===== src/rtl/pipe_pkg.sv =====
// Shared defaults and helpers for the elastic pipeline-register chain.
// Holds default payload width/depth and the occupancy popcount.
package pipe_pkg;

  localparam int PIPE_WIDTH_DEF = 8;
  localparam int PIPE_DEPTH_DEF = 4;

  // Widest valid vector the popcount helper handles.
  localparam int PIPE_MAX_DEPTH = 32;
  localparam int PIPE_CNT_W     = $clog2(PIPE_MAX_DEPTH + 1);

  function automatic logic [PIPE_CNT_W-1:0] popcount(
    input logic [PIPE_MAX_DEPTH-1:0] vec
  );
    logic [PIPE_CNT_W-1:0] c;
    c = '0;
    for (int i = 0; i < PIPE_MAX_DEPTH; i++) begin
      c = c + PIPE_CNT_W'(vec[i]);
    end
    return c;
  endfunction

endpackage


===== src/rtl/pipe_slot.sv =====
// One pipeline slot: valid/data register pair.
// Ports: load_i (slot takes src), src_v_i/src_d_i (incoming item),
//   kill_i/flush_i (drop held item), v_o/d_o (state), v_d_o (next valid).
module pipe_slot
  import pipe_pkg::*;
#(
  parameter int WIDTH = PIPE_WIDTH_DEF
) (
  input  logic             clk,
  input  logic             reset,
  input  logic             load_i,
  input  logic             src_v_i,
  input  logic [WIDTH-1:0] src_d_i,
  input  logic             kill_i,
  input  logic             flush_i,
  output logic             v_o,
  output logic             v_d_o,
  output logic [WIDTH-1:0] d_o
);

  logic             v_q;
  logic             v_d;
  logic [WIDTH-1:0] d_q;
  logic [WIDTH-1:0] d_d;
  logic             d_en;

  // A loading slot takes whatever arrives (possibly a bubble); a holding
  // slot keeps its item unless it is killed or flushed. Data only moves
  // when a live item arrives, so bubbles never toggle the data register.
  always_comb begin
    v_d  = v_q & ~kill_i & ~flush_i;
    d_en = 1'b0;
    d_d  = src_d_i;
    if (load_i) begin
      v_d  = src_v_i;
      d_en = src_v_i;
    end
  end

  always_ff @(posedge clk or posedge reset) begin
    if (reset) begin
      v_q <= 1'b0;
      d_q <= '0;
    end else begin
      v_q <= v_d;
      if (d_en) begin
        d_q <= d_d;
      end
    end
  end

  assign v_o   = v_q;
  assign v_d_o = v_d;
  assign d_o   = d_q;

endmodule


===== src/rtl/pipe_stage_chain.sv =====
// Elastic valid/ready register chain with flush, per-slot kill, occupancy.
// Ports: in_* upstream handshake, out_* downstream, flush, kill[DEPTH],
//   slot_valid (per-slot valid), count (registered occupancy).
module pipe_stage_chain
  import pipe_pkg::*;
#(
  parameter  int WIDTH = PIPE_WIDTH_DEF,
  parameter  int DEPTH = PIPE_DEPTH_DEF,
  localparam int CW    = $clog2(DEPTH + 1)
) (
  input  logic             clk,
  input  logic             reset,
  input  logic             in_valid,
  output logic             in_ready,
  input  logic [WIDTH-1:0] in_data,
  output logic             out_valid,
  input  logic             out_ready,
  output logic [WIDTH-1:0] out_data,
  input  logic             flush,
  input  logic [DEPTH-1:0] kill,
  output logic [DEPTH-1:0] slot_valid,
  output logic [CW-1:0]    count
);

  logic [DEPTH:0]      rdy;
  logic [DEPTH-1:0]    v_q;
  logic [DEPTH-1:0]    v_d;
  logic [DEPTH-1:0]    src_v;
  logic [WIDTH-1:0]    src_d [DEPTH];
  logic [WIDTH-1:0]    d_q   [DEPTH];
  logic                accept;
  logic [CW-1:0]       count_q;
  logic [CW-1:0]       count_d;
  logic [PIPE_MAX_DEPTH-1:0] v_pad;

  // Ready ripples from the output back to the input: an empty slot
  // always accepts, so gaps collapse while downstream flows.
  always_comb begin
    rdy[DEPTH] = out_ready;
    for (int k = DEPTH - 1; k >= 0; k--) begin
      rdy[k] = ~v_q[k] | rdy[k+1];
    end
  end

  assign in_ready = rdy[0] & ~flush;
  assign accept   = in_valid & in_ready;

  // Items leaving a slot are filtered by that slot's kill and by flush.
  always_comb begin
    src_v[0] = accept;
    src_d[0] = in_data;
    for (int k = 1; k < DEPTH; k++) begin
      src_v[k] = v_q[k-1] & ~kill[k-1] & ~flush;
      src_d[k] = d_q[k-1];
    end
  end

  for (genvar g = 0; g < DEPTH; g++) begin : g_slot
    pipe_slot #(
      .WIDTH (WIDTH)
    ) u_slot (
      .clk     (clk),
      .reset   (reset),
      .load_i  (rdy[g]),
      .src_v_i (src_v[g]),
      .src_d_i (src_d[g]),
      .kill_i  (kill[g]),
      .flush_i (flush),
      .v_o     (v_q[g]),
      .v_d_o   (v_d[g]),
      .d_o     (d_q[g])
    );
  end

  assign out_valid  = v_q[DEPTH-1] & ~kill[DEPTH-1] & ~flush;
  assign out_data   = out_valid ? d_q[DEPTH-1] : '0;
  assign slot_valid = v_q;

  assign v_pad   = PIPE_MAX_DEPTH'(v_d);
  assign count_d = CW'(popcount(v_pad));

  always_ff @(posedge clk or posedge reset) begin
    if (reset) begin
      count_q <= '0;
    end else begin
      count_q <= count_d;
    end
  end

  assign count = count_q;

endmodule


===== config.mk =====
export PLATFORM = sky130hd
export DESIGN_NAME = pipe_stage_chain
export DESIGN_NICKNAME = d
export VERILOG_FILES = /design/src/rtl/pipe_pkg.sv /design/src/rtl/pipe_slot.sv /design/src/rtl/pipe_stage_chain.sv
export SDC_FILE = /design/constraint.sdc
export NUM_CORES = 1
export LEC_CHECK = 0
export ABC_AREA = 1
export CAP_MARGIN = 10
export CORE_UTILIZATION = 51
export CTS_CLUSTER_DIAMETER = 150
export DETAILED_ROUTE_END_ITERATION = 10
export GPL_TIMING_DRIVEN = 1
export PLACE_DENSITY_LB_ADDON = 0.15
export SYNTH_ARGS = -nofsm -noshare
export SYNTH_HDL_FRONTEND = slang
export SYNTH_SLANG_ARGS = --single-unit
export TNS_END_PERCENT = 30

===== constraint.sdc =====
create_clock -name clk -period 2.5 [get_ports clk]
set_input_delay 0.25 -clock clk [delete_from_list [all_inputs] [get_ports clk]]
set_output_delay 0.25 -clock clk [all_outputs]
set_load 0.1 [all_outputs]

==> run metrics <==
outcome=completed; EDFF count, synth=0; CP max-delay cell=fa_1; Root Driver=clkbuf_4; drt wl/cell=roughly 12 um; RSZ-0062 raised after global routing=false; minimum clock period=2.205 ns; most frequent cells after synthesis=nand2_1 (70), dfrtp_1 (39), inv_1 (20); placer's final routability congestion estimate=~0.83; vias post-DR=roughly 1300; Die H=60.40 um; Area Growth Syn to Fin=33.38%; Hold-fix buffers, CTS=0; synth top area cells=dfrtp_1 (56%), nand2_1 (15%), inv_1 (4.3%); CTS tree=done; 1st-pass router iterations=4; Worst EP required=between 2 and 3 ns; max incr delay on CP=around 0.53 ns; CP startpoint kind=flop; gr usage total=0.2179; gr ovfl total=0; Mapped Area=1739 sq um; worst-path fanout max=3; port bufs=33; initial core utilization=0.5516; Mapped Cells=between 150 and 200; max-slew violation count=0; Syn Nets=approximately 210; Top FF cell, synth=dfrtp_1; setup bufs post-CTS=0; Post-DP Area=between 2000 and 2500 sq um; Leak Pwr=roughly 1.2 nW; Total Wirelength=3.238 mm; r2r worst-path depth=11; Synth area leader=dfrtp_1; # IOs=34; Crit path max-delay family=adder cells; core area=between 3000 and 4000 sq um; max-cap violation count=0; first-pass GRT wire length=approximately 5.7 mm; post-synthesis sequential area ratio=0.5612; CTS Buf Count=5; die area=3648 sq um; final hold vios=0; final worst path period share=0.8820; Crit. End Element=flop; Final Util=0.7357; Worst-Margin Slew=between 0.4 and 0.5 ns; top cell type's share of synthesized area=0.5612; Clock Pin Slew Worst Setup and Hold Paths=about 0.12 ns; DRT iter0 DRCs=55; Crit. path cell count=11; Fin Clk Skew=0.008085 ns; Yosys cell types=22; Slew headroom=0.6954; arrival time at the worst endpoint=approximately 2.4 ns; worst IR drop on VDD=roughly 0.42 mV; Pwr per Cell Area=around 630 nW/um^2; asr flop ratio synth=1.000; Gates resized, CTS repair=0; final setup TNS=0 ns; CP cell instances=inv_2 > nor2_2 > nand2_1 > inv_1 > nand2_1 > nand2_1 > inv_1 > fa_1 > inv_1 > ha_1 > ha_1; # rows=20; WHS=0.3127 ns; H-tree depth=2; Max Root-Sink Buffers=2; most frequent cell after synthesis=nand2_1; Bufs and invs on worst path=4; final instance area=2320 sq um; Final HPWL DP=about 2.4 mm; Final setup viols=0; Tightest Hold Check Type=input pin to async pin; crit path kind=flop to flop; Vias/cell=between 4 and 5; number of global-route vias before repair=1319; Post-DRT Antenna Nets=0; Avg Inst Size Synth=a little over 9 sq um; Die W=about 60 um; clock sink count=39; fillers=247; layout cells sized above 1=0.2043; Post-route DRC=0; initial antenna violation count=0; Yosys reg bits=39; Skew-Pair Late Insertion Delay=0.34 ns; layout net count=~250; Max Clk Rate=~0.45 GHz; # diodes=0; largest net degree at the start of global routing=40; Syn. warnings=0
-- worst reg2reg max path, delay by kind of cell (launching register included) --
kind | cells | cell delay [ns]
simple gates | 4 | 0.36
flops | 1 | 0.47
fa+ha+maj | 3 | 1.00
buf+inv | 4 | 0.26
-- metrics by stage --
step | power [mW] | std cells | setup slack, ns
after floorplan | 0.8918 | 192 | 0.09577
after global placement | 0.9506 | 271 | 0.06599
after detailed placement | 0.9633 | 271 | -0.01938
after CTS | 1.472 | 279 | 0.2948
after global routing | 1.537 | 279 | 0.1432
final | 1.464 | 279 | 0.2949
-- layer usage --
metal | GRT usage | vias up | part of all wire
met1 | 0.2419 | 627 | 0.41
met3 | 0.07249 | 4 | 0.045
met5 | 0 | - | 0
met4 | 0.06977 | 0 | 0.011
met2 | 0.3925 | 30 | 0.54
li1 | - | 678 | -
-- flip-flops by register name, indices dropped and copies added, names as in the netlist --
register and cells:
count 3, g_slot.u_slot.d_o 32, g_slot.u_slot.v_o 4
-- placed cells by master (no fill, tap or decap) --
cell type and n:
nand4_4 1, inv_2 4, nor2_2 1, inv_1 20
nand3_2 1, buf_4 16, clkdlybuf4s50_1 16, fa_1 1
nand4_1 8, o21ai_0 10, nor3_4 1, nor2_4 3
nand2_1 70, bufinv_16 2, ha_1 2, nor2_1 11
inv_4 1, clkbuf_4 5, nand2_4 2, clkbuf_1 1
nand2_2 1, buf_12 10, a21oi_1 2, dfrtp_1 39
nand3_1 7
-- final timing paths --
| path | start | to | slack [ns] |
|---|---|---|---|
| setup reg to reg | g_slot[2].u_slot.v_o | count[1] | 0.29 |
| min in group clk | in_data[6] | g_slot[0].u_slot.d_o[6] | 0.46 |
| setup / recovery | g_slot[2].u_slot.v_o | count[1] | 0.29 |
| hold / removal | reset | g_slot[3].u_slot.d_o[6] | 0.31 |
| hold reg to reg | g_slot[2].u_slot.d_o[6] | g_slot[2].u_slot.d_o[6] | 0.48 |
| max in group asynchronous | reset | g_slot[0].u_slot.v_o | 1.86 |
-- cells by family (layout without fill, tap and decap cells) --
family	count (synthesis)	count (layout)	share of synthesized area
flops	39	39	0.5612
compound gates	12	12	0.03453
fa+ha+maj	3	3	0.02590
buf+inv	32	75	0.08777
simple gates	106	106	0.2907
-- area by class of cell --
class,count,area (sq um),area share
Timing Repair Buffer,42,480.5,0.2071
Clock inverter,2,60.06,0.02589
Multi-Input combinational cell,121,610.6,0.2632
Sequential cell,39,975.9,0.4207
Inverter,25,96.34,0.04153
Clock buffer,6,41.29,0.01780
Tap cell,44,55.05,0.02373
-- report_power, final --
group	total [mW]	leakage (nW)	switching [mW]	internal (mW)
clock network	0.514	0.0525	0.202	0.312
registers	0.760	0.488	0.0424	0.717
logic	0.191	0.672	0.115	0.0753
total	1.46	1.21	0.359	1.10
Power figures use the tool's default switching activity.
